$ cat src/rtl/encoder32to5_seq_if.sv
// Handshake bundle for the sequential vector-to-index encoder.
// The master side produces vectors and consumes indices; the slave side is the encoder.
interface encoder32to5_seq_if #(
  parameter int WIDTH = 32
);
  localparam int IDX_W = $clog2(WIDTH);

  logic             In_valid;
  logic             In_ready;
  logic [WIDTH-1:0] Data_in;
  logic             Out_valid;
  logic             Out_ready;
  logic [IDX_W-1:0] Data_out;
  logic             Out_last;
  logic             Out_zero;

  modport master (
    output In_valid, Data_in, Out_ready,
    input  In_ready, Out_valid, Data_out, Out_last, Out_zero
  );

  modport slave (
    input  In_valid, Data_in, Out_ready,
    output In_ready, Out_valid, Data_out, Out_last, Out_zero
  );
endinterface

$ cat src/rtl/encoder32to5_seq.sv
// Sequential WIDTH-to-IDX_W encoder: accepts a vector, then emits the index of
// every set bit, one per output handshake. An all-zero vector yields a single
// beat flagged with Out_zero.
// Optional macro ENC_MSB_FIRST_EN: emit indices highest-first instead of lowest-first.
module encoder32to5_seq #(
  parameter int WIDTH = 32
) (
  input logic              clk,
  input logic              rst_n,
  encoder32to5_seq_if.slave bus
);
  localparam int IDX_W = $clog2(WIDTH);

  typedef enum logic {
    IDLE = 1'b0,
    SCAN = 1'b1
  } state_t;

  state_t           state_reg;
  state_t           state_next;
  logic [WIDTH-1:0] pending_reg;
  logic             zero_flag_reg;
  logic             armed_reg;

  logic [IDX_W-1:0] sel_idx;
  logic [WIDTH-1:0] sel_onehot;
  logic             single_bit;
  logic             accept;
  logic             emit;

  logic             in_ready;
  logic             out_valid;
  logic [IDX_W-1:0] data_out;
  logic             out_last;
  logic             out_zero;

`ifdef ENC_MSB_FIRST_EN
  // Pick the highest set bit of the pending vector (later iterations win).
  always_comb begin
    sel_idx = '0;
    for (int i = 0; i < WIDTH; i++) begin
      if (pending_reg[i]) sel_idx = IDX_W'(i);
    end
  end
`else
  // Pick the lowest set bit of the pending vector (later iterations win).
  always_comb begin
    sel_idx = '0;
    for (int i = WIDTH - 1; i >= 0; i--) begin
      if (pending_reg[i]) sel_idx = IDX_W'(i);
    end
  end
`endif

  // One-hot mask of the bit being emitted, used to retire it from pending.
  generate
    for (genvar gi = 0; gi < WIDTH; gi++) begin : g_sel
      assign sel_onehot[gi] = (sel_idx == IDX_W'(gi));
    end
  endgenerate

  // At most one bit left means the current beat is the final one.
  assign single_bit = ((pending_reg & (pending_reg - WIDTH'(1))) == '0);
  assign accept     = bus.In_valid & in_ready;
  assign emit       = out_valid & bus.Out_ready;

  // State register.
  always_ff @(posedge clk or negedge rst_n) begin
    if (!rst_n) state_reg <= IDLE;
    else        state_reg <= state_next;
  end

  // Next-state logic: IDLE waits for a vector, SCAN runs until the last beat is taken.
  always_comb begin
    state_next = state_reg;
    case (state_reg)
      IDLE:    if (accept) state_next = SCAN;
      SCAN:    if (emit && out_last) state_next = IDLE;
      default: state_next = IDLE;
    endcase
  end

  // Output decode from registered state only; Data_out is forced to 0 outside SCAN.
  always_comb begin
    in_ready  = (state_reg == IDLE) && armed_reg;
    out_valid = 1'b0;
    data_out  = '0;
    out_last  = 1'b0;
    out_zero  = 1'b0;
    if (state_reg == SCAN) begin
      out_valid = 1'b1;
      data_out  = sel_idx;
      out_last  = single_bit;
      out_zero  = zero_flag_reg;
    end
  end

  // Datapath: capture the vector on accept, clear one bit per emitted beat.
  // armed_reg holds In_ready low until the first clock after reset release.
  always_ff @(posedge clk or negedge rst_n) begin
    if (!rst_n) begin
      pending_reg   <= '0;
      zero_flag_reg <= 1'b0;
      armed_reg     <= 1'b0;
    end else begin
      armed_reg <= 1'b1;
      if (accept) begin
        pending_reg   <= bus.Data_in;
        zero_flag_reg <= (bus.Data_in == '0);
      end else if (emit) begin
        pending_reg <= pending_reg & ~sel_onehot;
      end
    end
  end

  assign bus.In_ready  = in_ready;
  assign bus.Out_valid = out_valid;
  assign bus.Data_out  = data_out;
  assign bus.Out_last  = out_last;
  assign bus.Out_zero  = out_zero;
endmodule

$ cat src/flat_wrapper.sv
// flat-port wrapper written by rule: the top's interface ports become plain ports
module encoder32to5_seq_flat 
#(
  parameter int WIDTH = 32
)
  (clk, rst_n, bus_In_valid, bus_Data_in, bus_Out_ready, bus_In_ready, bus_Out_valid, bus_Data_out, bus_Out_last, bus_Out_zero);
  encoder32to5_seq_if #(.WIDTH(WIDTH)) bus_i ();
  input logic clk;
  input logic rst_n;
  input wire logic [$bits(bus_i.In_valid)-1:0] bus_In_valid;
  input wire logic [$bits(bus_i.Data_in)-1:0] bus_Data_in;
  input wire logic [$bits(bus_i.Out_ready)-1:0] bus_Out_ready;
  output wire logic [$bits(bus_i.In_ready)-1:0] bus_In_ready;
  output wire logic [$bits(bus_i.Out_valid)-1:0] bus_Out_valid;
  output wire logic [$bits(bus_i.Data_out)-1:0] bus_Data_out;
  output wire logic [$bits(bus_i.Out_last)-1:0] bus_Out_last;
  output wire logic [$bits(bus_i.Out_zero)-1:0] bus_Out_zero;
  assign bus_i.In_valid = bus_In_valid;
  assign bus_i.Data_in = bus_Data_in;
  assign bus_i.Out_ready = bus_Out_ready;
  assign bus_In_ready = bus_i.In_ready;
  assign bus_Out_valid = bus_i.Out_valid;
  assign bus_Data_out = bus_i.Data_out;
  assign bus_Out_last = bus_i.Out_last;
  assign bus_Out_zero = bus_i.Out_zero;
  encoder32to5_seq #(.WIDTH(WIDTH)) u_core (.clk(clk), .rst_n(rst_n), .bus(bus_i));
endmodule
$ cat config.mk
export PLATFORM = sky130hd
export DESIGN_NAME = encoder32to5_seq_flat
export DESIGN_NICKNAME = d
export VERILOG_FILES = /design/src/rtl/encoder32to5_seq_if.sv /design/src/rtl/encoder32to5_seq.sv /design/src/flat_wrapper.sv
export SDC_FILE = /design/constraint.sdc
export NUM_CORES = 1
export LEC_CHECK = 0
export CAP_MARGIN = 20
export CORE_MARGIN = 2
export CORE_UTILIZATION = 35
export DETAILED_ROUTE_END_ITERATION = 12
export GPL_ROUTABILITY_DRIVEN = 0
export GPL_TIMING_DRIVEN = 0
export PLACE_DENSITY = 0.63
export REMOVE_ABC_BUFFERS = 1
export SYNTH_ARGS = -nofsm -noshare
export SYNTH_HDL_FRONTEND = slang
export SYNTH_SLANG_ARGS = --single-unit
$ cat constraint.sdc
create_clock -name clk -period 3.2 [get_ports clk]
set_input_delay 0.64 -clock clk [delete_from_list [all_inputs] [get_ports clk]]
set_output_delay 0.64 -clock clk [all_outputs]
set_load 0.01 [all_outputs]
Word level (Yosys, flattened, before mapping)
Index checks and enable logic that the tools add are counted.
{"block": "word_totals", "regBits": 35, "elab_cells": 89, "in_bits": 36, "out_inout_bits": 9}
{"block": "classes", "n_reduce_logical": 6, "muxes": 41, "eq_ne": 31, "bitwise": 6, "n_addsub": 1}
{"cell": "5-bit 2-to-1 mux", "n": 33}
{"cell": "5-bit equality test, second input constant", "n": 16}
{"cell": "32-bit bitwise AND", "n": 2}
{"cell": "32-bit logical NOT", "n": 2}
{"cell": "32-bit 2-to-1 mux", "n": 2}
{"cell": "5-bit by 4-bit equality test with 1-bit output, second input constant", "n": 8}
{"cell": "32-bit inverter", "n": 1}
{"cell": "32-bit by 1-bit subtractor with 32-bit output, second input constant", "n": 1}
{"cell": "5-bit by 3-bit equality test with 1-bit output, second input constant", "n": 4}
{"cell": "5-bit by 2-bit equality test with 1-bit output, second input constant", "n": 2}
{"cell": "5-bit by 1-bit equality test with 1-bit output, second input constant", "n": 1}
{"cell": "5-bit logical NOT", "n": 1}
{"cell": "1-bit 2-to-1 mux", "n": 5}
{"cell": "1-bit bitwise AND", "n": 2}
{"cell": "1-bit logical AND", "n": 2}
{"cell": "1-bit one-hot mux with 2 select lines", "n": 1}
{"cell": "2-bit nonzero test", "n": 1}
{"cell": "1-bit inverter", "n": 1}

Logic depth before layout (Yosys ltp)
Gate-level depths: netlist (run 1).
{"block": "depth", "depth_word": 37, "depth_mapped": 8, "mapped_depth_nobuf": 6}

Worst setup path before layout (run 1)
OpenSTA, ideal clock, no wires.
{"block": "synth_path", "kind": "reg-to-output", "from": "register u_core.pending_reg[12]", "to": "output bus_Out_last", "path_slack_ps": 310, "path_stages_with_launch": 8, "t_arrival_ps": 2250, "n_path_buf": 1, "cell_sequence": "dfrtp_1 > buf_6 > nor4_2 > nand4_2 > or4_1 > a32oi_1 > nand4_1 > nor3_1"}
{"block": "synth_between", "elab_chain_len": 4}
{"element": "start, declared", "line": "encoder32to5_seq.sv:21", "source": "logic [WIDTH-1:0] pending_reg;"}
{"element": "start signal, assigned", "line": "encoder32to5_seq.sv:108", "source": "pending_reg <= bus.Data_in;"}
{"element": "start signal, assigned", "line": "encoder32to5_seq.sv:111", "source": "pending_reg <= pending_reg & ~sel_onehot;"}
{"element": "32-bit by 1-bit subtractor with 32-bit output", "line": "encoder32to5_seq.sv:63", "source": "assign single_bit = ((pending_reg & (pending_reg - WIDTH'(1))) == '0);"}
{"element": "32-bit bitwise AND *", "line": "encoder32to5_seq.sv:63"}
{"element": "32-bit logical NOT *", "line": "encoder32to5_seq.sv:63"}
{"element": "1-bit 2-to-1 mux *", "line": "encoder32to5_seq.sv:90", "source": "if (state_reg == SCAN) begin"}
{"element": "end, declared", "line": "flat_wrapper.sv:16", "source": "output wire logic [$bits(bus_i.Out_last)-1:0] bus_Out_last;"}
Mark *: on every way between the ends. The rest lies on a longest branch, timed or not.

Worst setup path after layout (run 1)
{"block": "layout_path", "from": "register u_core.pending_reg[19]", "to": "output bus_Out_last"}
Same word-level chain as after synthesis.

==> metrics, run 1 <==
status finished, violations left; failing checks setup timing; CP top delay family simple AND/OR/NAND/NOR gates; Routed Antenna Nets 0; critical path required time 2560 ps; die width around 89 um; core area a little over 7000 um2; setup ws final -132 ps; period utilisation layout 104%; via density per instance 6.20; H-tree depth 2; Synth top area share 34.4%; vias in the first global route around 2600; Cells after Synth 289; Peak VDD IR 432 uV; Yosys reg bits 35; Post-Syn Area per Cell 8.80 um2; CTS tree done; Worst EP arrival 2690 ps; total vias in the final route 2789; Seq/Total Area, Yosys 34.4%; CP Launch Type flip-flop; gr busiest metal met1; Worst-path clk slew 80 ps; share of cells above drive strength 1 about 20%; count of cell types in the netlist 58; area post-placement ~3000 um2; slowest stage delay, CP 590 ps; root buf cell clkbuf_8; Crit path buffers/inverters 1; Routed WL roughly 9000 um; top-count cell post-synth dfrtp_1; Largest register FFs 32; first-pass GRT wire length 13800 um; Multi-input gate area 1680 um2; final hold vios 0; critical path, cell by cell or4_4, a211o_1, or4_1, a32oi_1, nand4_1, nor3_2, buf_2; RSZ-0062 raised after global routing true; clk buf depth 2; Placed Cells 420; DRC errors left 0; worst slew pin tran approximately 1100 ps; Pwr Density 980 nW/um2; pre-CTS setup slack -542 ps; P_leak 1.25 nW; met3 global-route usage 3.32%; final hold slack between 400 and 500 ps; Crit. End Element output pin; asr flop ratio synth 100%; Rel. slew slack 25.3%; Ant. Diodes 0; largest net degree at the start of global routing 36; CTS sink cnt 35; number of detailed-route iterations in the first pass 5; CP Class flip-flop to output pin; initial antenna violation count 0; met2 usage between 30 and 40%; Filler cells 683; most frequent cells after synthesis 35 x dfrtp_1, 33 x nor2_1, 27 x mux2i_1; Initial Util 35.6%; HP Class input port to async pin; Die ar. 7960 um2; Final Max Tran Viols 0; Final Skew 5.79 ps; number of buffers created by CTS 5; row count 31; Most used DFF post-synth dfrtp_1; 1st-iter DRT viols 322; clock latency on the worst-skew pair 300 ps; Synth area leaders dfrtp_1 34%, mux2i_1 11%, a31oi_1 5.4%; fmax 0.300 GHz; leading area contributor after synthesis dfrtp_1; fin crit period 3330 ps; CP max FO 6; met1 Usage GRT about a third; grt ovf 0; IO Port Bufs 44; non-filler cells, final 450; CP max stage cell or4_4; setup TNS -132 ps; Yosys Warn Count 0; hold_buf cts 0; Top Ports 45; fin area 3480 um2; Nets 386; endpoints failing setup 2; dpl hpwl 5990 um; Post-synth EDFFs 0; DR WL/cell 19.6 um; all-layer global routing usage 23.2%; post-synthesis cell area ~2500 um2; Seq. cell area 882 um2; Chip Height 89.2 um; Layout area overhead 36.7%; max_cap viols 0
==> report_power, final <==
| part | internal, W | leakage (nW) | switching, W |
|---|---|---|---|
| Clock | 0.000252 | 0.0612 | 0.000183 |
| Sequential | 0.000642 | 0.416 | 0.000408 |
| Combinational | 0.000809 | 0.775 | 0.00111 |
| Total | 0.00170 | 1.25 | 0.00170 |
==> cell usage in the layout (no fill, tap or decap), types with 6 or more instances in the layout <==
| cell | n |
|---|---|
| a21oi_1 | 21 |
| a31oi_1 | 21 |
| buf_4 | 20 |
| clkbuf_8 | 6 |
| clkdlybuf4s50_1 | 40 |
| dfrtp_1 | 30 |
| inv_1 | 7 |
| mux2i_1 | 27 |
| nand2_1 | 10 |
| nor2_1 | 33 |
| nor3_1 | 7 |
| nor4_1 | 11 |
| or4_1 | 7 |
==> metal layers <==
layer  wire, um  share of wire, %
met3        761               8.6
met4        312               3.5
met2       3820                43
met1       3940                45
met5          0                 0
==> through the flow <==
| stage | power [W] | utilization (%) |
|---|---|---|
| detailed placement | 0.00255 | 43.1 |
| global route | 0.00359 | 48.7 |
| global placement | 0.00252 | 42.7 |
| floorplan | 0.00193 | - |
| finish | 0.00341 | 48.7 |
| CTS | 0.00326 | 48.2 |
==> logic make-up (layout without fill, tap and decap cells) <==
kind of cell	count (synthesis)	in the layout	share of synthesized area, %
flip-flops	35	35	34.4
other	1	1	0.147
AO/OA/AOI/OAI	92	92	25.6
buffers and inverters	21	83	3.49
adder cells (fa/ha/maj)	1	1	0.394
AND/OR/NAND/NOR	112	112	25.3
multiplexers	27	27	10.6
==> worst register-to-register path, delay by kind of cell, from the launching register on <==
kind	cells	cell delay [ps]
buffers and inverters	5	600
flip-flops	1	400
AO/OA/AOI/OAI	3	810
AND/OR/NAND/NOR	3	1170
==> timing repair <==
action / CTS / global route
buffers inserted: 20 / 4
pin swaps: 12 / 6
gates resized for setup: 28 / 8
setup endpoints to repair: 6 / 6
==> final timing paths <==
check	end	slack (ps)	depth (start not counted)	start
setup / recovery	bus_Out_last	-130	7	u_core.pending_reg[19]$_DFFE_PN0P_
setup reg to reg	u_core.state_reg$_DFF_PN0_	120	11	u_core.pending_reg[19]$_DFFE_PN0P_
hold / removal	u_core.pending_reg[21]$_DFFE_PN0P_	440	1	rst_n
hold reg to reg	u_core.zero_flag_reg$_DFFE_PN0P_	500	2	u_core.zero_flag_reg$_DFFE_PN0P_
max in group asynchronous	u_core.pending_reg[5]$_DFFE_PN0P_	2170	1	rst_n
min in group clk	u_core.zero_flag_reg$_DFFE_PN0P_	500	2	u_core.zero_flag_reg$_DFFE_PN0P_
==> layout make-up <==
| class | count | area share [%] |
|---|---|---|
| well taps | 99 | 3.56 |
| flip-flops and latches | 35 | 25.4 |
| repair buffers | 68 | 18.5 |
| clock buffers | 6 | 2.38 |
| multi-input cells | 233 | 48.4 |
| clock inverters | 2 | 1.01 |
| inverters | 7 | 0.756 |
(Power assumes the default switching activity.)
==> run 2, diff against run 1 <==
--- a/config.mk
+++ b/config.mk
@@ -6,11 +6,12 @@
 export NUM_CORES = 1
 export LEC_CHECK = 0
+export ABC_AREA = 1
 export CAP_MARGIN = 20
 export CORE_MARGIN = 2
-export CORE_UTILIZATION = 35
+export CORE_UTILIZATION = 53
 export DETAILED_ROUTE_END_ITERATION = 12
 export GPL_ROUTABILITY_DRIVEN = 0
 export GPL_TIMING_DRIVEN = 0
-export PLACE_DENSITY = 0.63
+export PLACE_DENSITY = 0.87
 export REMOVE_ABC_BUFFERS = 1
 export SYNTH_ARGS = -nofsm -noshare
==> constraint.sdc (replaced) <==
create_clock -name clk -period 3.2 [get_ports clk]
set_input_delay 0.64 -clock clk [delete_from_list [all_inputs] [get_ports clk]]
set_output_delay 0.64 -clock clk [all_outputs]
set_load 0.005 [all_outputs]
==> run 2 against run 1 <==
Net effect:
- the run still ends with setup timing left
- sequential share of layout area increased by 1.3 points
- die area decreased by 35%
- wire length decreased by 21%
- power decreased by 16%
- via count decreased by 3.0%
- clock power decreased by 27%
- critical path type unchanged
- critical endpoint unchanged
==> metrics, run 2 <==
row count 24 (was 31); Layout area overhead 35.5% (was 36.7%); Routed WL 7020 um (was 8840 um); Largest register FFs 32 (unchanged); top-count cell post-synth nand2_1 (was dfrtp_1); part of the power in registers 29.0% (was 30.8%); fin crit period 3660 ps (was 3330 ps); number of detailed-route iterations in the first pass 5 (unchanged); Int Pwr 0.00148 W (was 0.00170 W); Most used DFF post-synth dfrtp_1 (unchanged); Peak VDD IR 462 uV (was 432 uV); DRC errors left 0 (unchanged); leading area contributor after synthesis dfrtp_1 (unchanged); Seq/Total Area, Yosys 36.0% (was 34.4%); Top Ports 45 (unchanged); HP Class input port to async pin (unchanged); total vias in the final route 2705 (was 2789); Synth top area share 36.0% (was 34.4%); asr flop ratio synth 100% (unchanged); Chip Height 71.7 um (was 89.2 um); die width 71.7 um (was 89.2 um); setup ws final -455 ps (was -132 ps); area post-placement 2940 um2 (was 3080 um2); CP max stage cell dfrtp_1 (was or4_4); Synth area leaders dfrtp_1 36%, nand2_1 19%, o311ai_0 9.0% (was dfrtp_1 34%, mux2i_1 11%, a31oi_1 5.4%); all-layer global routing usage 27.4% (was 23.2%); share of cells above drive strength 1 15.1% (was 19.9%); Routed Antenna Nets 0 (unchanged); CP max FO 3 (was 6); Top Metal Used met4 (unchanged); Ant. Diodes 0 (unchanged); clock latency on the worst-skew pair 300 ps (about the same); Sw Pwr 0.00137 W (was 0.00170 W); Pwr Density 867 nW/um2 (was 980 nW/um2); most frequent cells in the layout 120 x nand2_1, 44 x inv_1, 41 x clkdlybuf4s50_1, 33 x dfrtp_1, 25 x o311ai_0 (was 40 x clkdlybuf4s50_1, 33 x nor2_1, 30 x dfrtp_1, 27 x mux2i_1); DR WL met2 3430 um (was 3820 um); number of buffers created by CTS 5 (unchanged); Cells after Synth 351 (was 289); H-tree depth 2 (unchanged); hold_buf cts 0 (unchanged); status finished, violations left (unchanged); met3 routed WL 442 um (was 761 um); dpl hpwl 4540 um (was 5990 um); Switching Fraction 48.1% (was 50.0%); max_cap viols 0 (unchanged); Rel. slew slack 47.7% (was 25.3%); initial antenna violation count 0 (unchanged); worst slew pin tran 785 ps (was 1100 ps); RSZ-0062 raised after global routing true (unchanged); CTS sink cnt 35 (unchanged); final hold slack 416 ps (was 441 ps); IO Port Bufs 44 (unchanged); slowest stage delay, CP 400 ps (was 590 ps); clk buf depth 2 (unchanged); count of cell types in the netlist 30 (was 58); grt ovf 0 (unchanged); Post-Syn Area per Cell 6.92 um2 (was 8.80 um2); combinational share of power 59.9% (was 56.4%); core area 4380 um2 (was 7140 um2); root buf cell clkbuf_8 (unchanged); failing checks setup timing (unchanged); clock group share of total power 11.2% (was 12.8%); Filler cells 307 (was 683); fin area 3290 um2 (was 3480 um2); leading cell type in the layout, fill and taps excluded nand2_1 (was clkdlybuf4s50_1); fmax 0.274 GHz (was 0.300 GHz); critical path required time 2560 ps (about the same); DR WL/cell 15.0 um (was 19.6 um); Yosys Warn Count 0 (unchanged); Post-synth EDFFs 0 (unchanged); period utilisation layout 114% (was 104%); Nets 451 (was 386); Reg2Reg Setup Slack 100 ps (was 120 ps); CP Launch Type flip-flop (unchanged); P_leak 1.47 nW (was 1.25 nW); M1 WL 2950 um (was 3940 um); via density per instance 5.78 (was 6.20); vias in the first global route 2482 (was 2570); Final Skew 5.30 ps (was 5.79 ps); Multi-input gate area 1390 um2 (was 1680 um2); Crit. End Element output pin (unchanged); final hold vios 0 (unchanged); Final Max Tran Viols 0 (unchanged); Yosys reg bits 35 (unchanged); CP Class flip-flop to output pin (unchanged); critical path, cell by cell nor2_2, inv_2, nor2_2, inv_2, nor2_4, inv_4, nor2_8, nand2_4, buf_6, inv_6, nand2_4, o41ai_4, nand2_1, nor4b_4, nand3_1, buf_4, nor2_4, buf_2 (was or4_4, a211o_1, or4_1, a32oi_1, nand4_1, nor3_2, buf_2); Seq. cell area 878 um2 (was 882 um2); post-synthesis cell area 2430 um2 (was 2540 um2); Worst EP arrival 3020 ps (was 2690 ps); Initial Util 55.4% (was 35.6%); 1st-iter DRT viols 256 (was 322); CTS tree done (unchanged); most frequent cells after synthesis 121 x nand2_1, 44 x inv_1, 35 x dfrtp_1 (was 35 x dfrtp_1, 33 x nor2_1, 27 x mux2i_1); endpoints failing setup 4 (was 2); Worst-path clk slew 70 ps (was 80 ps); Die ar. 5140 um2 (was 7960 um2); largest net degree at the start of global routing 38 (was 36); first-pass GRT wire length 11100 um (was 13800 um)
-- run 2: repair_timing --
| action | in CTS | in global routing |
|---|---|---|
| cloned | 0 | 0 |
| resized for setup | 24 | 13 |
| setup buffers | 23 | 7 |
| pin swaps | 11 | 11 |
| endpoints found under the setup margin | 3 | 7 |
-- run 2: layout make-up --
type | instances | area share, %
Multi-Input combinational cell | 251 | 42.2
Sequential cell | 35 | 26.7
Timing Repair Buffer | 70 | 20.5
Inverter | 52 | 6.16
Clock buffer | 7 | 2.32
Tap cell | 52 | 1.98
Clock inverter | 1 | 0.152
-- run 2: final timing paths --
path	cells after the start	to	from
max in group asynchronous	1	u_core.pending_reg[28]$_DFFE_PN0P_	rst_n
worst max register to register	21	u_core.state_reg$_DFF_PN0_	u_core.pending_reg[1]$_DFFE_PN0P_
worst min register to register	2	u_core.zero_flag_reg$_DFFE_PN0P_	u_core.zero_flag_reg$_DFFE_PN0P_
min in group clk	2	u_core.zero_flag_reg$_DFFE_PN0P_	u_core.zero_flag_reg$_DFFE_PN0P_
worst max-delay path	18	bus_Out_last	u_core.pending_reg[1]$_DFFE_PN0P_
worst min-delay path	1	u_core.pending_reg[22]$_DFFE_PN0P_	rst_n
-- run 2: critical path: cells and delay by family, from the launching register on --
kind                   cells  cell delay [ps]
AND/OR/NAND/NOR           10             1230
buffers and inverters      7              670
flip-flops                 1              400
AO/OA/AOI/OAI              1              380
-- run 2: per-stage QoR --
stage                     TNS (ps)  total power (W)  setup WS (ps)  utilization (%)  std cells
after floorplan                  0          0.00175            512                -        338
after global placement        -336          0.00215           -336             65.8        434
after detailed placement      -377          0.00221           -377             67.0        436
after CTS                     -681          0.00266           -407             73.7        465
after global routing         -1440          0.00309           -561             75.1        468
final                         -646          0.00286           -455             75.1        468
-- run 2: logic make-up (layout without fill, tap and decap cells) --
family | after synthesis | in the layout | synth area share, %
other cells | 1 | 1 | 0.154
simple gates | 189 | 189 | 34.6
flops | 35 | 35 | 36.0
compound gates | 61 | 61 | 19.2
buf+inv | 65 | 130 | 10.0
-- run 2: power by group through the flow --
stage               Combinational, W  Sequential (W)  Clock [W]
floorplan                   0.000998        0.000756          0
CTS                          0.00154        0.000805   0.000318
global route                 0.00190        0.000849   0.000343
detailed placement           0.00141        0.000804          0
finish                       0.00171        0.000827   0.000319
global placement             0.00136        0.000797          0
-- run 2: per-layer routing --
metal  up-vias  track usage (%)
met5         -                0
met4         0             12.8
met3        20             5.91
met2        96             42.4
met1      1267             36.8
li1       1322                -
